File: src/rtl/mem_pkg.sv
// Shared types and constants for the memory bus adapter.
// Optional bus timeout is enabled with `define MEM_TIMEOUT_EN (see mem_bus_adapter).
package mem_pkg;

    // Adapter sequencing states; 2'b11 is never entered.
    typedef enum logic [1:0] {
        IDLE = 2'b00,
        REQ  = 2'b01,
        DONE = 2'b10
    } mem_state_t;

    // Access size encoding carried on the op input.
    localparam logic [1:0] OP_BYTE    = 2'b00;
    localparam logic [1:0] OP_HALF    = 2'b01;
    localparam logic [1:0] OP_WORD    = 2'b10;
    localparam logic [1:0] OP_INVALID = 2'b11;

    // Byte-lane strobe patterns.
    localparam logic [3:0] STRB_NONE    = 4'b0000;
    localparam logic [3:0] STRB_HALF_LO = 4'b0011;
    localparam logic [3:0] STRB_HALF_HI = 4'b1100;
    localparam logic [3:0] STRB_WORD    = 4'b1111;

    // One-hot strobe for a single byte lane.
    function automatic logic [3:0] byte_strobe(input logic [1:0] lane);
        byte_strobe = 4'b0001 << lane;
    endfunction

endpackage

File: src/rtl/mem_read_align.sv
// Combinational read formatter: selects the addressed byte/half lane of a
// bus word and zero- or sign-extends it. Also used by store-buffer forwarding.
module mem_read_align
    import mem_pkg::*;
(
    input  logic [31:0] rdata_i,
    input  logic [1:0]  op_i,
    input  logic [1:0]  addr_lo_i,
    input  logic        is_unsigned_i,
    output logic [31:0] data_o
);

    logic [7:0]  byte_sel;
    logic [15:0] half_sel;

    // Lane select followed by extension according to access size.
    always_comb begin
        byte_sel = 8'h00;
        case (addr_lo_i)
            2'd0:    byte_sel = rdata_i[7:0];
            2'd1:    byte_sel = rdata_i[15:8];
            2'd2:    byte_sel = rdata_i[23:16];
            default: byte_sel = rdata_i[31:24];
        endcase
        half_sel = addr_lo_i[1] ? rdata_i[31:16] : rdata_i[15:0];
        data_o   = rdata_i;
        case (op_i)
            OP_BYTE: data_o = {{24{~is_unsigned_i & byte_sel[7]}}, byte_sel};
            OP_HALF: data_o = {{16{~is_unsigned_i & half_sel[15]}}, half_sel};
            default: data_o = rdata_i;
        endcase
    end

endmodule

File: src/rtl/mem_bus_adapter.sv
// 32-bit word-addressed bus master for the memory access unit.
// Handshake: bus_req rises with all bus_* fields valid and they stay stable
// until a cycle where bus_ack=1; bus_rdata/bus_err are only meaningful then.
// Optional feature: `define MEM_TIMEOUT_EN aborts a request after
// TIMEOUT_CYCLES REQ cycles without bus_ack (an ack in the expiry cycle wins).
module mem_bus_adapter
    import mem_pkg::*;
#(
    parameter int TIMEOUT_CYCLES = 255,
    parameter int TIMEOUT_W      = 8
) (
    input  logic        clk,
    input  logic        reset,
    input  logic        available,
    input  logic        is_write,
    input  logic        is_unsigned,
    input  logic [1:0]  op,
    input  logic [31:0] addr,
    input  logic [31:0] in,
    output logic [31:0] out,
    output logic        busy,
    output logic        fault,
    output logic        bus_req,
    output logic        bus_we,
    output logic [31:0] bus_addr,
    output logic [3:0]  bus_wstrb,
    output logic [31:0] bus_wdata,
    input  logic [31:0] bus_rdata,
    input  logic        bus_ack,
    input  logic        bus_err,
    output logic [1:0]  state_o
);

    mem_state_t  state_q;
    logic [31:0] out_q;
    logic        busy_q;
    logic        fault_q;
    logic        req_q;
    logic        we_q;
    logic [29:0] addr_q;
    logic [3:0]  wstrb_q;
    logic [31:0] wdata_q;
    logic [1:0]  op_q;
    logic [1:0]  lane_q;
    logic        unsigned_q;

    logic        bad_req;
    logic [3:0]  wstrb_d;
    logic [31:0] wdata_d;
    logic [31:0] aligned;

`ifdef MEM_TIMEOUT_EN
    localparam logic [TIMEOUT_W-1:0] TIMEOUT_LAST = TIMEOUT_W'(TIMEOUT_CYCLES - 1);
    logic [TIMEOUT_W-1:0] cnt_q;
`endif

    // Request decode: legality check plus lane strobes and replicated store data.
    always_comb begin
        bad_req = (op == OP_INVALID) ||
                  (op == OP_HALF && addr[0]) ||
                  (op == OP_WORD && addr[1:0] != 2'b00);
        wstrb_d = STRB_WORD;
        wdata_d = in;
        case (op)
            OP_BYTE: begin
                wstrb_d = byte_strobe(addr[1:0]);
                wdata_d = {4{in[7:0]}};
            end
            OP_HALF: begin
                wstrb_d = addr[1] ? STRB_HALF_HI : STRB_HALF_LO;
                wdata_d = {2{in[15:0]}};
            end
            default: begin
                wstrb_d = STRB_WORD;
                wdata_d = in;
            end
        endcase
    end

    mem_read_align u_align (
        .rdata_i      (bus_rdata),
        .op_i         (op_q),
        .addr_lo_i    (lane_q),
        .is_unsigned_i(unsigned_q),
        .data_o       (aligned)
    );

    // Sequencing FSM with registered bus and status outputs.
    always_ff @(posedge clk or posedge reset) begin
        if (reset) begin
            state_q    <= IDLE;
            out_q      <= '0;
            busy_q     <= 1'b0;
            fault_q    <= 1'b0;
            req_q      <= 1'b0;
            we_q       <= 1'b0;
            addr_q     <= '0;
            wstrb_q    <= STRB_NONE;
            wdata_q    <= '0;
            op_q       <= OP_BYTE;
            lane_q     <= 2'b00;
            unsigned_q <= 1'b0;
`ifdef MEM_TIMEOUT_EN
            cnt_q      <= '0;
`endif
        end else begin
            case (state_q)
                IDLE: begin
                    if (!available) begin
                        busy_q  <= 1'b0;
                        fault_q <= 1'b0;
                    end else if (bad_req) begin
                        fault_q <= 1'b1;
                        busy_q  <= 1'b0;
                        state_q <= DONE;
                    end else begin
                        busy_q     <= 1'b1;
                        fault_q    <= 1'b0;
                        req_q      <= 1'b1;
                        we_q       <= is_write;
                        addr_q     <= addr[31:2];
                        wstrb_q    <= is_write ? wstrb_d : STRB_NONE;
                        wdata_q    <= wdata_d;
                        op_q       <= op;
                        lane_q     <= addr[1:0];
                        unsigned_q <= is_unsigned;
`ifdef MEM_TIMEOUT_EN
                        cnt_q      <= '0;
`endif
                        state_q    <= REQ;
                    end
                end
                REQ: begin
                    if (bus_ack) begin
                        req_q   <= 1'b0;
                        busy_q  <= 1'b0;
                        fault_q <= bus_err;
                        if (!we_q && !bus_err) begin
                            out_q <= aligned;
                        end
                        state_q <= DONE;
                    end
`ifdef MEM_TIMEOUT_EN
                    else if (cnt_q == TIMEOUT_LAST) begin
                        req_q   <= 1'b0;
                        busy_q  <= 1'b0;
                        fault_q <= 1'b1;
                        state_q <= DONE;
                    end else begin
                        cnt_q <= cnt_q + 1'b1;
                    end
`endif
                end
                DONE: begin
                    if (!available) begin
                        fault_q <= 1'b0;
                        state_q <= IDLE;
                    end
                end
                default: begin
                    req_q   <= 1'b0;
                    busy_q  <= 1'b0;
                    state_q <= IDLE;
                end
            endcase
        end
    end

    assign out       = out_q;
    assign busy      = busy_q;
    assign fault     = fault_q;
    assign bus_req   = req_q;
    assign bus_we    = we_q;
    assign bus_addr  = {addr_q, 2'b00};
    assign bus_wstrb = wstrb_q;
    assign bus_wdata = wdata_q;
    assign state_o   = state_q;

endmodule

File: config.mk
export PLATFORM = sky130hd
export DESIGN_NAME = mem_bus_adapter
export DESIGN_NICKNAME = d
export VERILOG_FILES = /design/src/rtl/mem_pkg.sv /design/src/rtl/mem_read_align.sv /design/src/rtl/mem_bus_adapter.sv
export SDC_FILE = /design/constraint.sdc
export NUM_CORES = 1
export LEC_CHECK = 0
export BUFFER_PORTS_ARGS = -buffer_cell sky130_fd_sc_hd__buf_4
export CORE_MARGIN = 3
export CORE_UTILIZATION = 54
export CTS_BUF_LIST = sky130_fd_sc_hd__clkbuf_4 sky130_fd_sc_hd__clkbuf_8
export DETAILED_ROUTE_END_ITERATION = 7
export PLACE_DENSITY = 0.88
export SLEW_MARGIN = 10
export SYNTH_ARGS = -nofsm -noshare
export SYNTH_HDL_FRONTEND = slang
export SYNTH_SLANG_ARGS = --single-unit
File: constraint.sdc
create_clock -name clk -period 8 [get_ports clk]
set_input_delay 0.8 -clock clk [delete_from_list [all_inputs] [get_ports clk]]
set_output_delay 0.8 -clock clk [all_outputs]
set_load 0.005 [all_outputs]
* Yosys cells after proc, flatten, opt, wreduce, memory -nomap -nowiden
Cells that the tools add are included.
Operators by class: bitwise operators 5, equal/unequal tests 12, reduce and logical (&&, ||, !) cells 19, mux-type cells 24, shifts and indexed selects 1
Operator list (number):
- 32-bit case mux with 2 select lines | 2
- 8-bit case mux with 3 select lines | 1
- 16-bit two-way mux | 1
- 3-bit AND reduction | 4
- 1-bit two-way mux | 9
- 1-bit case mux with 3 select lines | 3
- 2-bit by 1-bit == test with 1-bit output (second input constant) | 4
- 2-bit == test (second input constant) | 4
- 2-bit logical NOT | 4
- 2-bit two-way mux | 4
- 4-bit two-way mux | 2
- 2-bit inequality test (second input constant) | 4
- 4-bit case mux with 2 select lines | 1
- 2-bit case mux with 3 select lines | 1
- 4-bit AND reduction | 1
- 1-bit by 2-bit left shift with 4-bit output (first input constant) | 1
- 1-bit logical AND | 3
- 1-bit NOT | 3
- 3-bit nonzero test | 1
- 1-bit bitwise AND | 2
- 1-bit logical NOT | 2
- 1-bit logical OR | 2
- 2-bit AND reduction | 1
- 2-bit nonzero test | 1
Word-level totals: logic and storage cells 73, register bits after elaboration 109, input port bits 105

* Longest topological paths before layout
Gate-level depths: netlist of run 1.
depth after elaboration 7, mapped depth 8, gate-level depth less buffers 6

* By module
From an unflattened synthesis of run 1, not the netlist that was laid out.
Unflattened totals: cells, all modules 460, area total of the unflattened synthesis 5567.8 sq um
By module, submodules not included:
- mem_bus_adapter | area an instance 4722.0 sq um, cells each 345, instances 1, seq. area each 2727.6 sq um
- mem_read_align | area an instance 845.8 sq um, cells each 115, instances 1, seq. area each 0.0 sq um

* Worst setup path before layout of run 1
Ideal clock, no wire load.
path type input to register, start point in bus_err, end point reg out_q[8], in the netlist out[8], stages 6, setup time 0.130 ns, arrival 1.897 ns, setup slack 5.973 ns, required time 7.870 ns, buffers on the path 2, cells stage by stage nand4bb_1 > clkbuf_1 > nor2_1 > and3_1 > clkbuf_1 > a21oi_1
Between the ends: word-level cells in the longest chain between the ends 3
RTL lines:
- start, declared | line mem_bus_adapter.sv:30 | input logic bus_err,
- 1-bit logical NOT | line mem_bus_adapter.sv:138 | if (!we_q && !bus_err) begin
- 1-bit logical AND | line mem_bus_adapter.sv:138
- 3-bit AND reduction (no source line)
- end signal, assigned | line mem_bus_adapter.sv:139 | out_q <= aligned;
- end, declared | line mem_bus_adapter.sv:35 | logic [31:0] out_q;
No other way between the ends. A chain may end at the register's enable or synchronous reset.

* Worst setup path after layout of run 1
start point reg state_q[1], in the netlist state_o[1], end point reg out_q[10], in the netlist out[10]
Between the ends: word-level cells in the longest chain between the ends 2
RTL lines:
- start, declared | line mem_bus_adapter.sv:34 | mem_state_t state_q;
- start signal, assigned | line mem_bus_adapter.sv:91 | state_q <= IDLE;
- start signal, assigned | line mem_bus_adapter.sv:115 | state_q <= DONE;
- start signal, assigned | line mem_bus_adapter.sv:130 | state_q <= REQ;
- 2-bit by 1-bit == test with 1-bit output | line mem_bus_adapter.sv:107 | case (state_q)
- 3-bit AND reduction (no source line)
No other way between the ends.

==> run summary, run 1 <==
Along the worst path, the maximum fanout reaches 33. The initial antenna violation count came out at 0. Across all hold checks on the routed design, the worst slack comes to 0.453 ns. The distinct cell type count after synthesis was 40; the sequential standard cell area was 2730 um^2. Dividing total power by cell area gives a power density of 328 nW/um^2. In the final routed layout, each cell accounts on average for 17.8 um. The die covers 10,600 um^2. Wires add up to 13,800 um.

The net count of the finished layout is 769. Clock-pin slew was measured on the worst setup and hold paths at 0.10 ns. In this run the deepest clock path goes through 2 buffers. Buffers added to address setup during post-CTS repair amount to 0.

The design draws 2.25 mW. For the worst setup path, the data required time is 8.23 ns. The floorplan has 34 rows. Once layout is complete, the utilization of the core stands at 76.9%.

The run gives 0.940 as the final RePlAce weighted congestion. The run gives 5070 um^2 as the cell area after synthesis. For the remaining global-route overflow, the log shows 0. Signal arrival time at the worst endpoint: 2.58 ns.

Based on the critical path, the design can be clocked at up to 426 MHz. The first TritonRoute pass finished after 5 iterations. The total negative setup slack is 0 ns, and the clock network latency to the later pin of the worst-skew pair is 0.36 ns.

Max-cap violations in this run came to 0. For the count of final max-slew check failures, the log shows 0. The path class of the tightest hold or removal check is primary input to async pin. The first global-routing pass estimated 21,500 um of wire. The combined global-route utilization of all metal layers is 26.1%, and the number of nets with antenna violations after detailed routing is 0.

The launching element type of the critical path was a register. The largest net degree at the start of global routing is 73, and the initial DRC count is 143. For this run, the register share of the synthesized area comes to 53.8%.

After clock tree synthesis, the repair step resized 0 gates. The hold buffer count at CTS was 0. The hold violation count in the final report came out at 0. The maximum vdd drop was 206 uV; the top-area cell type share of the netlist area was 53.8%. Traced cell by cell, the critical path runs through inv_1 -> ha_1 -> nand4bb_1 -> buf_4 -> nor2_1 -> and3_1 -> a21oi_1.

The run gives 4,330 as the number of global-route vias before repair. For this design the static power due to leakage is 3.39 nW. The deepest level of the CTS H-tree came out at 3. The count of buffers added on input and output ports is 208.

The largest single stage delay on the critical path is 0.46 ns. TritonCTS built the clock tree. The number of enable-type register cells in the synthesized netlist works out to 0. The vias after detailed routing came out at 4,282. Among all stages on the critical path, the largest delay is contributed by sky130_fd_sc_hd__nor2_1.

The count of inserted antenna diode cells is 0. A synthesized cell averages 10.8 um^2. Pin placement for this block handled 211 I/O pins. For the final database, setup skew stands at 0.00946 ns. Share of flip-flops with an asynchronous set or reset: 100%. The library cell with the largest summed area after synthesis was sky130_fd_sc_hd__dfrtp_1. The tools report the kind of capture point of the worst setup path as a register.

The run gives 588 as the count of filler cells inserted in the layout. Ranked by total cell area, the synthesized netlist is headed by sky130_fd_sc_hd__dfrtp_1, sky130_fd_sc_hd__mux2_2, sky130_fd_sc_hd__mux2i_1, sky130_fd_sc_hd__o21ai_0, sky130_fd_sc_hd__nand2_1. The HPWL after detailed placement is 10,400 um. The floorplan step set the die width to 103 um.

Clock tree synthesis selected as its root buffer the cell sky130_fd_sc_hd__clkbuf_8. The detailed-route vias per instance is 5.54. The run finished with clean final reports.

By instance count, the leading cell after synthesis is sky130_fd_sc_hd__dfrtp_1. The classification of the worst setup path was register to register. In this run, synthesis produced a sequential element count of 109. Counting every sink on the clock net gives 109. Setup violations remaining at the end of the flow were counted as 0. In this run the tightest slew margin relative to its limit is 35.6%. The final cycle utilization of the critical path was 29.4%; the initial core utilization was 56.7%. The core footprint is 8930 um^2. The total CTS buffers is 9. Relative to the synthesized area, the layout overhead comes to 35.6%. Sorting the synthesized cells by how often they occur yields sky130_fd_sc_hd__dfrtp_1, sky130_fd_sc_hd__o21ai_0, sky130_fd_sc_hd__mux2_2, sky130_fd_sc_hd__nand2_1, sky130_fd_sc_hd__nand3_1. The final critical delay including setup and external delays is 2.35 ns. The multi-input combinational cells in the finished layout cover a total of 2170 um^2. For this run, design rule violations remaining after detail routing come to 0. For the pin with the worst max-slew slack, the measured transition is 0.966 ns. The fraction of final layout cells sized beyond drive strength 1 was 42.9%. Setup repair after global routing left no endpoint under its margin.

After technology mapping, the gate count stands at 470. Yosys printed 0 warnings. Measured along the y axis, the die boundary spans 103 um. In this run the register-to-register setup slack is 5.65 ns. Among all flip-flop cells after synthesis, the most frequent one is sky130_fd_sc_hd__dfrtp_1.
## registers in the layout (all words and copies together) (netlist names)
signal      cells
state_o         2
bus_wdata      32
addr_q         30
bus_wstrb       4
lane_q          2
out            32
bus_we          1
busy            1
op_q            2
bus_req         1
fault           1
unsigned_q      1
## metrics by stage
| stage | area [um^2] | setup WS (ns) | instances |
|---|---|---|---|
| 3_5_place_dp | 6660 | 5.42 | 757 |
| 4_1_cts | 6870 | 5.68 | 773 |
| 2_1_floorplan | 5070 | 4.33 | 471 |
| 5_1_grt | 6870 | 5.44 | 773 |
| 6_report | 6870 | 5.65 | 773 |
| 3_3_place_gp | 6660 | 5.45 | 757 |
## logic make-up after synthesis
family | Yosys count | share of synthesized area, %
other | 1 | 0.0740
adders and majority gates | 4 | 0.988
muxes | 77 | 16.5
AOI/OAI and AO/OA | 104 | 11.9
buffers and inverters | 42 | 3.70
and+or+nand+nor | 133 | 13.0
DFF | 109 | 53.8
## final timing paths
kind	from	end	cells after the start
max in group asynchronous	reset	bus_wstrb[1]	3
min in group clk	bus_wdata[27]	bus_wdata[27]	2
max reg2reg	state_o[1]	out[10]	7
min reg2reg	bus_wdata[27]	bus_wdata[27]	2
max	state_o[1]	out[10]	7
min	reset	addr_q[13]	2
## cell type report
class / count / share of cell area (%)
well taps: 108 / 1.97
clock inverters: 6 / 1.06
flip-flops and latches: 109 / 39.7
clock buffers: 10 / 1.91
repair buffers: 214 / 23.4
multi-input cells: 320 / 31.6
inverters: 6 / 0.364
## placed cells by master (no fill, tap or decap), types with 15 or more instances in the layout
cell,synthesis,routed
sky130_fd_sc_hd__a21oi_1,27,27
sky130_fd_sc_hd__buf_4,3,214
sky130_fd_sc_hd__dfrtp_1,109,109
sky130_fd_sc_hd__mux2_2,51,51
sky130_fd_sc_hd__mux2i_1,26,26
sky130_fd_sc_hd__nand2_1,48,48
sky130_fd_sc_hd__nand3_1,32,32
sky130_fd_sc_hd__nor2_1,15,15
sky130_fd_sc_hd__o21ai_0,52,52
## routing by layer
metal,up-vias,routed length [um],track usage [%]
met5,-,0,0
met4,0,348,10.6
met3,27,1430,8.53
met2,223,6890,43.3
met1,2003,5090,31.5
li1,2029,-,-
## report_power, final
group	switching [mW]	internal (mW)	leakage, nW
Sequential	0.197	0.802	1.35
Combinational	0.373	0.543	1.94
Clock	0.188	0.151	0.0941
Total	0.758	1.50	3.39
## critical path, delay by kind of cell, from the launching register on
family | cells | cell delay (ns)
AOI/OAI and AO/OA | 1 | 0.13
adders and majority gates | 1 | 0.25
buffers and inverters | 2 | 0.36
DFF | 1 | 0.43
and+or+nand+nor | 3 | 1.05
Note: power is estimated with default switching activity, not from simulation.
==> run 2, diff against run 1 <==
- CORE_UTILIZATION: 54 -> 45
- PLACE_DENSITY: 0.88 -> 0.78
- clock period: 8 -> 2.05 ns (I/O delays scaled with it)
==> run summary, run 2 (synthesis results as in run 1) <==
The flow ran to the end, and the final reports show no timing, DRC or antenna violations. Beginning of the worst register-to-register path: state_o[1] (unchanged). The detailed-routing iteration count for the pre-antenna-repair pass came out at 4 (was 5). Most used cells in the layout excluding fill and tap cells: sky130_fd_sc_hd__buf_4, sky130_fd_sc_hd__dfrtp_1, sky130_fd_sc_hd__o21ai_0 (unchanged). The width of the die is 112 um (was 103 um).

The sink count of the clock tree was 109 (unchanged); the final cycle utilization of the critical path was 92.9% (was 29.4%). The clock tree root buffer cell is sky130_fd_sc_hd__clkbuf_8 (unchanged). The number of global-route vias before repair came out at 4,415 (was 4,330).

The run gives 0.882 (was 0.940) as the final RePlAce weighted congestion. The fraction of final layout cells sized beyond drive strength 1 was 43.4% (was 42.9%). The core footprint is 10,900 um^2 (was 8930 um^2). The run gives 2170 um^2 (unchanged) as the multi-input combinational cell area. Final routed DRC violation total: 0 (unchanged). For the initial core utilization, the log shows 46.3% (was 56.7%).

The critical path's slowest cell was sky130_fd_sc_hd__a2111o_1 (was sky130_fd_sc_hd__nor2_1). The transition time at the pin with the least slew margin was 0.664 ns (was 0.966 ns). Setup repair after global routing left no endpoint under its margin.

The post-route clock skew came out at 0.00928 ns (was 0.00946 ns). Number of nets with antenna violations after detailed routing: 0 (unchanged). The tools report the final cell count without fillers as 813 (was 773). Most frequent standard cell in the layout excluding fill and tap cells: sky130_fd_sc_hd__buf_4 (unchanged).

The vias after detailed routing is 4,303 (was 4,282), and the leakage dissipation is 3.44 nW (was 3.39 nW). The tightest slew margin relative to the limit was 55.7% (was 35.6%); the total setup violations reported at the end of the flow was 0 (unchanged). The floorplan row count is 38 (was 34). The initial DRC count is 233 (was 143). Overall die area: 12,600 um^2 (was 10,600 um^2). The tools report the fmax as 525 MHz (was 426 MHz). The length in cells of the worst reg-to-reg path was 5 (was 7); the logic depth of the worst path, buffers included was 5 (was 7). The net count of the finished layout was 778 (was 769); the maximum fanout along the worst path was 16 (was 33). Reported max-cap violation count: 0 (unchanged). The wire length of the first global-routing pass came out at 22,100 um (was 21,500 um). The deepest level of the CTS H-tree came out at 3 (unchanged). TritonCTS built the clock tree. Count of filler cells inserted in the layout: 908 (was 588).

The combined global-route utilization of all metal layers was 21.5% (was 26.1%). The number of top-level design ports came out at 211 (unchanged). Sequential standard cell area: 2730 um^2 (unchanged). The launching element type of the critical path was a register (unchanged).

The area overhead of the layout relative to synthesis was 38.2% (was 35.6%). Total negative setup slack: 0 ns (unchanged). Signal arrival time at the worst endpoint: 2.20 ns (was 2.58 ns). Largest delay contributor family on the critical path: compound AO/OA/AOI/OAI gates (was simple AND/OR/NAND/NOR gates).

The class of the most critical hold timing path was primary input to register (was primary input to async pin). Final critical delay including setup and external delays: 1.91 ns (was 2.35 ns). The tools report the initial antenna violation count as 0 (unchanged). The count of final max-slew check failures came out at 0 (unchanged).

CP Cell Sequence: inv_1 -> ha_1 -> nand4bb_1 -> a2111o_1 -> nand3_1 (was inv_1 -> ha_1 -> nand4bb_1 -> buf_4 -> nor2_1 -> and3_1 -> a21oi_1). The maximum vdd drop was 723 uV (was 206 uV); the depth of the worst hold-timing path was 2. The total CTS buffers is 9 (unchanged). The tools report the critical hold path startpoint as bus_rdata[2].

The logs give 797 (was 757) for the cell total after placement and 0 (unchanged) for the remaining global-route overflow. The ratio of total power to cell area works out to 1260 nW/um^2 (was 328 nW/um^2). The count of inserted antenna diode cells was 0 (unchanged); the maximum count of clock buffers along a single path was 2 (unchanged). The detailed-route wire length is 13,500 um (was 13,800 um), and the number of gates resized after CTS is 0 (unchanged). The clock-pin slew reported for the worst setup and hold paths after clock tree synthesis came out at 0.10 ns (about the same). The origin of the worst setup path was state_o[1] (unchanged). The detailed-route vias per instance was 5.29 (was 5.54); the largest net degree at the start of global routing was 79 (was 73). Kind of capture point of the worst setup path: a register (unchanged).

The quantity of I/O buffers inserted on ports is 208 (unchanged), and the final design utilization is 64.0% (was 76.9%). Required arrival time at the worst endpoint: 2.35 ns (was 8.23 ns). The number of buffers and inverters on the critical path works out to 1 (was 2). The final routed wire length divided by cell count was 16.6 um (was 17.8 um); the clock network latency to the later pin of the worst-skew pair was 0.36 ns (about the same). The die boundary height works out to 112 um (was 103 um). The classification of the worst setup path is register to register (unchanged). The sum of net half-perimeters after detailed placement is 10,400 um (about the same). The hold violation count in the final report was 0 (unchanged); the largest incremental delay on the critical path was 0.67 ns (was 0.46 ns).
==> run 2: cell count changes in the layout (fill, tap and decap cells not counted), sizes merged <==
| cell | delta |
|---|---|
| dlygate4sd3 | +1 |
| buf | +8 |
| inv | -2 |
| clkbuf | +1 |
==> run 2: area by class of cell <==
type                            count  share of cell area (%)
Multi-Input combinational cell    320                    31.0
Inverter                            6                   0.375
Clock buffer                       11                    1.98
Timing Repair Buffer              223                    24.5
Sequential cell                   109                    39.0
Tap cell                          140                    2.50
Clock inverter                      4                   0.715
==> run 2: power breakdown <==
group	switching, mW	total (mW)	leakage [nW]	internal [mW]
clock network	0.711	1.30	0.0922	0.585
logic	1.55	3.74	2.00	2.19
registers	0.644	3.78	1.35	3.13
total	2.91	8.81	3.44	5.91
==> run 2: worst paths after layout <==
check                      slack [ns]            end
setup / recovery                 0.14        out[29]
min in group asynchronous        0.48  bus_wdata[10]
hold / removal                   0.04         out[2]
setup reg to reg                 0.14        out[29]
hold reg to reg                  0.49  bus_wdata[25]
max in group asynchronous        0.95      lane_q[0]
==> run 2: layer usage <==
layer	global-route usage [%]	wire, um
met5	0	0
met4	7.77	232
met3	7.12	1310
met2	36.1	6620
met1	25.8	5340
==> run 2: metrics by stage <==
stage	power, mW	cell area, um^2	worst slack [ns]	hold slack, ns
final	8.81	7000	0.145	0.0401
after floorplan	5.41	5070	0.195	0.329
after CTS	8.91	7000	0.132	0.0256
after global routing	9.45	7000	0.0181	0.0262
after detailed placement	7.61	6800	0.146	0.319
after global placement	7.45	6800	0.216	0.319
==> run 2: what timing repair did <==
action	4_1_cts	5_1_grt
hold buffers	1	0
setup buffers	0	0
hold endpoints to repair	55	0
